## src/rtl/ccd_pkg.sv

```systemverilog
// ccd_pkg
// Shared types and constants for the CCD pixel capture slice.
//   capState_e  : capture FSM states (IDLE, SKIP, ACTIVE)
//   DARK_AVG_N  : number of trailing dummy pixels averaged for the dark level
//   DARK_SHIFT  : log2(DARK_AVG_N), turns the dark sum into an average
//   PIX_W       : storage width of the data field in a pixel entry (ADC_W <= PIX_W)
//   pixEntry_t  : one buffered pixel {data, first, last}
package ccd_pkg;

  typedef enum logic [1:0] {
    IDLE   = 2'd0,
    SKIP   = 2'd1,
    ACTIVE = 2'd2
  } capState_e;

  localparam int DARK_AVG_N = 16;
  localparam int DARK_SHIFT = 4;

  // Data field is sized for the widest supported ADC; narrower samples are
  // zero-extended on the way in and truncated on the way out.
  localparam int PIX_W = 16;

  typedef struct packed {
    logic [PIX_W-1:0] data;
    logic             first;
    logic             last;
  } pixEntry_t;

endpackage

```

## src/rtl/ccd_sync_fifo.sv

```systemverilog
// ccd_sync_fifo
// Single-clock FIFO with synchronous active-high reset (flushes contents).
// Read data is presented combinationally from the head entry (first-word
// fall-through), so rdata_o is valid whenever empty_o is low.
// A push into a full FIFO is accepted when a pop happens in the same cycle.
// Ports:
//   clk, rst          : clock, synchronous active-high reset
//   push_i, wdata_i   : write request and data
//   pop_i             : read request (ignored while empty)
//   rdata_o           : head entry
//   full_o, empty_o   : occupancy status
module ccd_sync_fifo
  import ccd_pkg::*;
#(
  parameter int WIDTH = 8,
  parameter int DEPTH = 4
) (
  input  logic             clk,
  input  logic             rst,
  input  logic             push_i,
  input  logic [WIDTH-1:0] wdata_i,
  input  logic             pop_i,
  output logic [WIDTH-1:0] rdata_o,
  output logic             full_o,
  output logic             empty_o
);

  localparam int AW = $clog2(DEPTH);
  localparam logic [AW:0] FULL_CNT = (AW+1)'(DEPTH);

  logic [WIDTH-1:0] mem_q [DEPTH];
  logic [AW-1:0]    wrPtr_q;
  logic [AW-1:0]    rdPtr_q;
  logic [AW:0]      count_q;
  logic             doPush;
  logic             doPop;

  assign empty_o = (count_q == '0);
  assign full_o  = (count_q == FULL_CNT);
  assign rdata_o = mem_q[rdPtr_q];

  // A pop in the same cycle frees the slot, so a push into a full FIFO may proceed.
  assign doPop  = pop_i & ~empty_o;
  assign doPush = push_i & (~full_o | doPop);

  // Pointers and occupancy; DEPTH is a power of two so pointers wrap naturally.
  always_ff @(posedge clk) begin
    if (rst) begin
      wrPtr_q <= '0;
      rdPtr_q <= '0;
      count_q <= '0;
    end else begin
      if (doPush) wrPtr_q <= wrPtr_q + AW'(1);
      if (doPop)  rdPtr_q <= rdPtr_q + AW'(1);
      case ({doPush, doPop})
        2'b10:   count_q <= count_q + (AW+1)'(1);
        2'b01:   count_q <= count_q - (AW+1)'(1);
        default: count_q <= count_q;
      endcase
    end
  end

  // Storage array; contents need no reset because the pointers define validity.
  always_ff @(posedge clk) begin
    if (doPush) mem_q[wrPtr_q] <= wdata_i;
  end

endmodule

```

## src/rtl/ccd_pixel_capture.sv

```systemverilog
// ccd_pixel_capture
// Receive side of the CCD driver: detects the line-start (SH) and pixel strobe
// rising edges, discards the leading dummy pixels of each line, and streams the
// active pixels through a small FIFO as valid/ready with first/last framing.
// Optional build macro DARK_SUB_EN: averages the last 16 dummy pixels of each
// line and subtracts that dark level (saturating at 0) from every active pixel,
// at the cost of one extra pipeline stage.
// Ports:
//   clk, rst                 : clock, synchronous active-high reset
//   line_start, pixel_strobe : SH and pixel_ready from the driver (edge events)
//   adc_data                 : ADC sample, stable on the strobe rising edge
//   arm                      : new lines are only captured while high
//   out_data/valid/ready     : pixel stream, out_first/out_last frame a line
//   line_done                : one-cycle pulse after the last active pixel push
//   overflow, line_err       : sticky flags, cleared by clear_flags
//   busy                     : capture FSM is not IDLE
module ccd_pixel_capture
  import ccd_pkg::*;
#(
  parameter int ADC_W      = 12,
  parameter int DUMMY_PIX  = 32,
  parameter int ACTIVE_PIX = 3648,
  parameter int FIFO_DEPTH = 16
) (
  input  logic             clk,
  input  logic             rst,
  input  logic             line_start,
  input  logic             pixel_strobe,
  input  logic [ADC_W-1:0] adc_data,
  input  logic             arm,
  output logic [ADC_W-1:0] out_data,
  output logic             out_valid,
  input  logic             out_ready,
  output logic             out_first,
  output logic             out_last,
  output logic             line_done,
  output logic             overflow,
  output logic             line_err,
  input  logic             clear_flags,
  output logic             busy
);

  localparam int MAX_PIX = (DUMMY_PIX > ACTIVE_PIX) ? DUMMY_PIX : ACTIVE_PIX;
  localparam int CNT_W   = $clog2(MAX_PIX + 1);
  localparam logic [CNT_W-1:0] LAST_DUMMY  = CNT_W'(DUMMY_PIX - 1);
  localparam logic [CNT_W-1:0] LAST_ACTIVE = CNT_W'(ACTIVE_PIX - 1);

  capState_e        state_q, state_d;
  logic [CNT_W-1:0] pixCnt_q, pixCnt_d;
  logic             lineStartPrev_q, strobePrev_q;
  logic             lineEdge, strobeEdge;
  logic             s1Valid_q, s1Valid_d;
  pixEntry_t        s1Entry_q, s1Entry_d;
  logic             pushValid;
  pixEntry_t        pushEntry;
  pixEntry_t        rdEntry;
  logic             fifoFull, fifoEmpty, popFire;
  logic             errSet, overflowSet;
  logic             overflow_q, lineErr_q, lineDone_q;
  logic             unusedDataBits;

`ifdef DARK_SUB_EN
  localparam logic [CNT_W-1:0] DARK_FIRST = CNT_W'(DUMMY_PIX - DARK_AVG_N);
  logic                   accClr, accAdd, darkLatch;
  logic [ADC_W+3:0]       darkAcc_q;
  logic [ADC_W+3:0]       darkSum;
  logic [ADC_W-1:0]       darkVal_q;
  logic [ADC_W-1:0]       rawPix;
  logic                   s2Valid_q;
  pixEntry_t              s2Entry_q, s2Entry_d;
`endif

  // Previous-cycle copies of the driver outputs; inputs share our clock so
  // no synchroniser is needed, only the rising-edge detect.
  always_ff @(posedge clk) begin
    if (rst) begin
      lineStartPrev_q <= 1'b0;
      strobePrev_q    <= 1'b0;
    end else begin
      lineStartPrev_q <= line_start;
      strobePrev_q    <= pixel_strobe;
    end
  end

  // A strobe coinciding with a line start belongs to no line and is dropped.
  assign lineEdge   = line_start & ~lineStartPrev_q;
  assign strobeEdge = pixel_strobe & ~strobePrev_q & ~lineEdge;

  // Capture FSM state and pixel counter plus the first pipeline stage that
  // holds the sampled pixel for one cycle before it is pushed.
  always_ff @(posedge clk) begin
    if (rst) begin
      state_q   <= IDLE;
      pixCnt_q  <= '0;
      s1Valid_q <= 1'b0;
      s1Entry_q <= '0;
    end else begin
      state_q   <= state_d;
      pixCnt_q  <= pixCnt_d;
      s1Valid_q <= s1Valid_d;
      s1Entry_q <= s1Entry_d;
    end
  end

  // Next-state logic. A line start always restarts counting; mid-line it also
  // raises line_err and abandons the partial line (queued pixels stay queued).
  // With arm low, a line start only ends the current line and nothing restarts.
  always_comb begin
    state_d   = state_q;
    pixCnt_d  = pixCnt_q;
    s1Valid_d = 1'b0;
    s1Entry_d = '0;
    errSet    = 1'b0;
`ifdef DARK_SUB_EN
    accClr    = 1'b0;
    accAdd    = 1'b0;
    darkLatch = 1'b0;
`endif
    if (lineEdge) begin
      errSet   = (state_q != IDLE);
      pixCnt_d = '0;
      state_d  = arm ? SKIP : IDLE;
`ifdef DARK_SUB_EN
      accClr   = 1'b1;
`endif
    end else if (strobeEdge) begin
      case (state_q)
        SKIP: begin
`ifdef DARK_SUB_EN
          accAdd = (pixCnt_q >= DARK_FIRST);
`endif
          if (pixCnt_q == LAST_DUMMY) begin
            state_d  = ACTIVE;
            pixCnt_d = '0;
`ifdef DARK_SUB_EN
            darkLatch = 1'b1;
`endif
          end else begin
            pixCnt_d = pixCnt_q + CNT_W'(1);
          end
        end
        ACTIVE: begin
          s1Valid_d       = 1'b1;
          s1Entry_d.data  = PIX_W'(adc_data);
          s1Entry_d.first = (pixCnt_q == '0);
          s1Entry_d.last  = (pixCnt_q == LAST_ACTIVE);
          if (pixCnt_q == LAST_ACTIVE) begin
            state_d  = IDLE;
            pixCnt_d = '0;
          end else begin
            pixCnt_d = pixCnt_q + CNT_W'(1);
          end
        end
        default: begin
          // Trailing dummy pixels arrive while IDLE and are ignored.
        end
      endcase
    end
  end

`ifdef DARK_SUB_EN
  // The final dummy sample is folded in combinationally so the dark level is
  // ready the cycle after the SKIP->ACTIVE transition. An aborted line never
  // reaches that transition, so it keeps using the previous dark level.
  assign darkSum = darkAcc_q + (ADC_W+4)'(adc_data);

  // Dark accumulator and latched dark level.
  always_ff @(posedge clk) begin
    if (rst) begin
      darkAcc_q <= '0;
      darkVal_q <= '0;
    end else begin
      if (accClr)      darkAcc_q <= '0;
      else if (accAdd) darkAcc_q <= darkSum;
      if (darkLatch)   darkVal_q <= darkSum[ADC_W+3:DARK_SHIFT];
    end
  end

  // Saturating dark subtraction forms the extra pipeline stage.
  assign rawPix = s1Entry_q.data[ADC_W-1:0];

  always_comb begin
    s2Entry_d       = s1Entry_q;
    s2Entry_d.data  = (rawPix > darkVal_q) ? PIX_W'(rawPix - darkVal_q) : '0;
  end

  // Second pipeline stage register.
  always_ff @(posedge clk) begin
    if (rst) begin
      s2Valid_q <= 1'b0;
      s2Entry_q <= '0;
    end else begin
      s2Valid_q <= s1Valid_q;
      s2Entry_q <= s2Entry_d;
    end
  end

  assign pushValid = s2Valid_q;
  assign pushEntry = s2Entry_q;
  assign unusedDataBits = ^rdEntry.data ^ ^s1Entry_q.data;
`else
  assign pushValid = s1Valid_q;
  assign pushEntry = s1Entry_q;
  assign unusedDataBits = ^rdEntry.data;
`endif

  ccd_sync_fifo #(
    .WIDTH($bits(pixEntry_t)),
    .DEPTH(FIFO_DEPTH)
  ) u_fifo (
    .clk    (clk),
    .rst    (rst),
    .push_i (pushValid),
    .wdata_i(pushEntry),
    .pop_i  (popFire),
    .rdata_o(rdEntry),
    .full_o (fifoFull),
    .empty_o(fifoEmpty)
  );

  assign popFire     = out_valid & out_ready;
  assign overflowSet = pushValid & fifoFull & ~popFire;

  // Sticky flags (a new set beats a same-cycle clear) and the line_done pulse,
  // which follows the push attempt of the last active pixel even if dropped.
  always_ff @(posedge clk) begin
    if (rst) begin
      overflow_q <= 1'b0;
      lineErr_q  <= 1'b0;
      lineDone_q <= 1'b0;
    end else begin
      overflow_q <= overflowSet | (overflow_q & ~clear_flags);
      lineErr_q  <= errSet | (lineErr_q & ~clear_flags);
      lineDone_q <= pushValid & pushEntry.last;
    end
  end

  // Stream outputs are forced to zero while empty so stale storage never shows.
  assign out_valid = ~fifoEmpty;
  assign out_data  = out_valid ? rdEntry.data[ADC_W-1:0] : '0;
  assign out_first = out_valid & rdEntry.first;
  assign out_last  = out_valid & rdEntry.last;
  assign line_done = lineDone_q;
  assign overflow  = overflow_q;
  assign line_err  = lineErr_q;
  assign busy      = (state_q != IDLE);

endmodule

```

## config.mk

```make
export PLATFORM = sky130hd
export DESIGN_NAME = ccd_pixel_capture
export DESIGN_NICKNAME = d
export VERILOG_FILES = /design/src/rtl/ccd_pkg.sv /design/src/rtl/ccd_sync_fifo.sv /design/src/rtl/ccd_pixel_capture.sv
export SDC_FILE = /design/constraint.sdc
export NUM_CORES = 1
export LEC_CHECK = 0
export BUFFER_PORTS_ARGS = -buffer_cell sky130_fd_sc_hd__buf_4
export CAP_MARGIN = 25
export CELL_PAD_IN_SITES_DETAIL_PLACEMENT = 0
export CELL_PAD_IN_SITES_GLOBAL_PLACEMENT = 1
export CORE_ASPECT_RATIO = 1.4
export CORE_MARGIN = 8
export CORE_UTILIZATION = 55
export DETAILED_ROUTE_END_ITERATION = 8
export PLACE_DENSITY_LB_ADDON = 0.1
export REMOVE_ABC_BUFFERS = 1
export SETUP_SLACK_MARGIN = 0.02
export SYNTH_ARGS = -nofsm -noshare
export SYNTH_HDL_FRONTEND = slang
export SYNTH_HIERARCHICAL = 1
export SYNTH_SLANG_ARGS = --single-unit
```

## constraint.sdc

```tcl
create_clock -name clk -period 4.5 [get_ports clk]
set_input_delay 0.45 -clock clk [delete_from_list [all_inputs] [get_ports clk]]
set_output_delay 0.45 -clock clk [all_outputs]
set_load 0.05 [all_outputs]
```

==> flow_summary.html <==
<table>
<tr><th>Metric</th><th>Value</th></tr>
<tr><th colspan="2">Placed design</th></tr>
<tr><td>Quantity of I/O buffers inserted on ports</td><td>37</td></tr>
<tr><td>GP Congestion</td><td>0.856</td></tr>
<tr><td>HPWL after detailed placement</td><td>13900 um</td></tr>
<tr><td>Post-DP Area</td><td>11600 um^2</td></tr>
<tr><th colspan="2">STA</th></tr>
<tr><td>Worst-case headroom to the max-slew limit</td><td>35.8%</td></tr>
<tr><td>Post-route setup TNS</td><td>0 ps</td></tr>
<tr><td>Highest attainable clock frequency</td><td>288 MHz</td></tr>
<tr><td>Min Tclk post-route</td><td>3470 ps</td></tr>
<tr><td>Number of pins exceeding their max-slew limit in the final report</td><td>0</td></tr>
<tr><td>Setup violations, final</td><td>0</td></tr>
<tr><td>Setup repair after global routing missed its margin</td><td>no</td></tr>
<tr><td>Hold Violations, Final</td><td>0</td></tr>
<tr><td>Slew at the pin closest to its max-slew limit</td><td>963 ps</td></tr>
<tr><td>Final clock period utilization by the worst path</td><td>77.2%</td></tr>
<tr><td>Clock Skews</td><td>7.61 ps</td></tr>
<tr><th colspan="2">Setup path</th></tr>
<tr><td>Critical path data required time</td><td>4640 ps</td></tr>
<tr><td>Worst setup path category</td><td>reg -&gt; reg</td></tr>
<tr><td>WP data arrival</td><td>3610 ps</td></tr>
<tr><td>Maximum fanout along the worst path</td><td>14</td></tr>
<tr><td>Type of element capturing the critical path</td><td>flip-flop</td></tr>
<tr><td>Category of the worst setup path launch point</td><td>flip-flop</td></tr>
<tr><th colspan="2">Final layout</th></tr>
<tr><td>Fraction of final layout cells with drive strength greater than 1</td><td>22.3%</td></tr>
<tr><td>Relative area change from synthesis to final layout</td><td>12.8%</td></tr>
<tr><td>Final layout net count</td><td>721</td></tr>
<tr><td>Final cell area excluding filler cells</td><td>12400 um^2</td></tr>
<tr><th colspan="2">Die</th></tr>
<tr><td>DIE AREA</td><td>24800 um^2</td></tr>
<tr><td>Die span in y</td><td>183 um</td></tr>
<tr><td>Initial Util</td><td>55.6%</td></tr>
<tr><td>Horizontal die dimension</td><td>135 um</td></tr>
<tr><td>Cell Rows</td><td>61</td></tr>
<tr><td>Number of I/O pins</td><td>38</td></tr>
<tr><td>Placeable core region</td><td>19800 um^2</td></tr>
<tr><th colspan="2">Routing</th></tr>
<tr><td>First-pass detailed-route iteration total</td><td>5</td></tr>
<tr><td>Final Routed Wirelength</td><td>22200 um</td></tr>
<tr><td>Via count</td><td>5724</td></tr>
<tr><td>Final ANT Viol Nets</td><td>0</td></tr>
<tr><td>Routed WL per cell</td><td>23.1 um</td></tr>
<tr><td>Number of violations reported at the end of detailed-routing iteration 0</td><td>346</td></tr>
<tr><td>Post-DR vias/cell</td><td>5.96</td></tr>
<tr><td>DRC Markers</td><td>0</td></tr>
<tr><th colspan="2">Power and ir drop</th></tr>
<tr><td>Power per cell area</td><td>391 nW/um^2</td></tr>
<tr><td>Logic pwr share</td><td>0.9%</td></tr>
<tr><td>Leakage power</td><td>3.76 nW</td></tr>
<tr><td>Part of the total power dissipated in the clock network</td><td>43.1%</td></tr>
<tr><td>Psw</td><td>0.902 mW</td></tr>
<tr><td>Internal portion of total power</td><td>3.94 mW</td></tr>
<tr><td>Sequential Power Share</td><td>56.0%</td></tr>
<tr><td>Maximum vdd drop</td><td>276 uV</td></tr>
<tr><td>Switching share of power</td><td>18.6%</td></tr>
<tr><th colspan="2">CTS</th></tr>
<tr><td>Post-CTS Setup Repair Bufs</td><td>0</td></tr>
<tr><td>Clock buffers created by TritonCTS</td><td>27</td></tr>
<tr><td>TritonCTS clock tree</td><td>done</td></tr>
<tr><td>CTS Sinks</td><td>275</td></tr>
<tr><td>Level count of the clock H-tree</td><td>1</td></tr>
<tr><td>Clock transition at the registers of the reported paths</td><td>60 ps</td></tr>
<tr><td>Clk Latency, worst-skew pair</td><td>520 ps</td></tr>
<tr><td>Post-cts repair resize count</td><td>0</td></tr>
<tr><td>Maximum count of clock buffers along a single path</td><td>3</td></tr>
<tr><td>CTS root buf</td><td>clkbuf_16</td></tr>
<tr><td>Cts-stage hold buffer count</td><td>0</td></tr>
<tr><th colspan="2">Global route</th></tr>
<tr><td>Vias in the first global route</td><td>6244</td></tr>
<tr><td>Overall routing resource usage</td><td>18.6%</td></tr>
<tr><td>Maximum number of pins on one net before global-route repair</td><td>57</td></tr>
<tr><td>Number of antenna violations at the first check in global routing</td><td>0</td></tr>
<tr><td>Grt total ovfl</td><td>0</td></tr>
<tr><td>Wire length of the first global-routing pass</td><td>35100 um</td></tr>
<tr><th colspan="2">Flow run</th></tr>
<tr><td>Maximum Capacitance Violations</td><td>0</td></tr>
<tr><th colspan="2">Run status</th></tr>
<tr><td>Run status</td><td>complete, no violations</td></tr>
<tr><th colspan="2">Yosys</th></tr>
<tr><td>Cell area after synthesis</td><td>11000 um^2</td></tr>
<tr><td>Average cell area after synthesis</td><td>17.1 um^2</td></tr>
<tr><td>Number of warnings reported in the yosys synthesis log</td><td>6</td></tr>
<tr><td>Number of cells produced by synthesis</td><td>642</td></tr>
<tr><th colspan="2">Worst hold path</th></tr>
<tr><td>Path type of the worst min-delay path</td><td>in -&gt; reg</td></tr>
</table>
-- power by group through the flow --
| stage | clock network, mW | logic, mW | registers, mW |
|---|---|---|---|
| after detailed placement | 0 | 0.0434 | 2.77 |
| after global placement | 0 | 0.0428 | 2.77 |
| final | 2.09 | 0.0430 | 2.71 |
| after CTS | 2.14 | 0.0437 | 2.71 |
| after floorplan | 0 | 0.0199 | 2.77 |
| after global routing | 2.23 | 0.0476 | 2.71 |
-- routing by layer --
metal  track usage (%)  routed length, um
met1              22.4               8770
met2              33.3              11800
met3              2.60               1060
met4              6.06                592
met5                 0                  0
-- worst paths after layout --
kind                     start                   to  slack [ps]  cells past startpoint
max          u_fifo/count_q[0]  u_fifo/mem_q[10][0]        1030                      7
min                adc_data[5]         pushEntry[7]         130                      2
max reg2reg  u_fifo/count_q[0]  u_fifo/mem_q[10][0]        1030                      7
min reg2reg           overflow             overflow         500                      2
-- state kept, by name (all words and copies together), names as in the netlist, 2 cells and up, named ones only --
name / cells
state_q: 2
u_fifo/count_q: 5
pixCnt_q: 12
pushEntry: 14
u_fifo/mem_q: 224
u_fifo/rdPtr_q: 4
u_fifo/wrPtr_q: 4
-- through the flow --
step           setup slack [ps]  hold slack [ps]  std cells  utilization, %  power [mW]
2_1_floorplan               270              461        608               -        2.79
6_report                   1030              130        961            62.7        4.84
3_3_place_gp               1250              478        911            58.5        2.81
5_1_grt                     769              115        960            62.7        4.99
3_5_place_dp               1100              480        911            58.5        2.81
4_1_cts                    1070              114        960            62.7        4.89
-- worst max-delay path: stages (launching register included) --
cell	delay (ps)
dfxtp_1	400
or4_1	470
nor2_2	70
nor2b_1	520
nand2b_1	340
o21ai_4	160
nor3b_1	410
and2_1	710
-- area by class of cell --
type | instances | area, um^2
Inverter | 21 | 78.8
Clock inverter | 15 | 116
Antenna cell | 1 | 2.50
Sequential cell | 275 | 7750
Clock buffer | 34 | 702
Tap cell | 252 | 315
Multi-Input combinational cell | 312 | 3030
Timing Repair Buffer | 51 | 395
Fill cell | 1420 | 7380
-- cells in the final DEF (no fill, tap or decap), types with 3 or more instances in the layout --
cell type / n
a21oi_1: 10
a22oi_1: 29
and2_1: 19
and3_1: 7
buf_4: 50
clkbuf_1: 7
clkbuf_16: 27
clkinv_1: 10
dfxtp_1: 49
edfxtp_1: 224
ha_1: 13
inv_1: 20
mux2i_1: 5
mux4_2: 56
nand2_1: 23
nand2b_1: 4
nand3_1: 11
nand4_1: 5
nor2_1: 28
nor2b_1: 24
nor3_1: 6
nor3b_1: 3
nor4_2: 5
o211ai_1: 3
o21a_1: 5
o21ai_0: 7
o31ai_1: 3
or4_1: 5
xor2_1: 9
(Power assumes the default switching activity.)
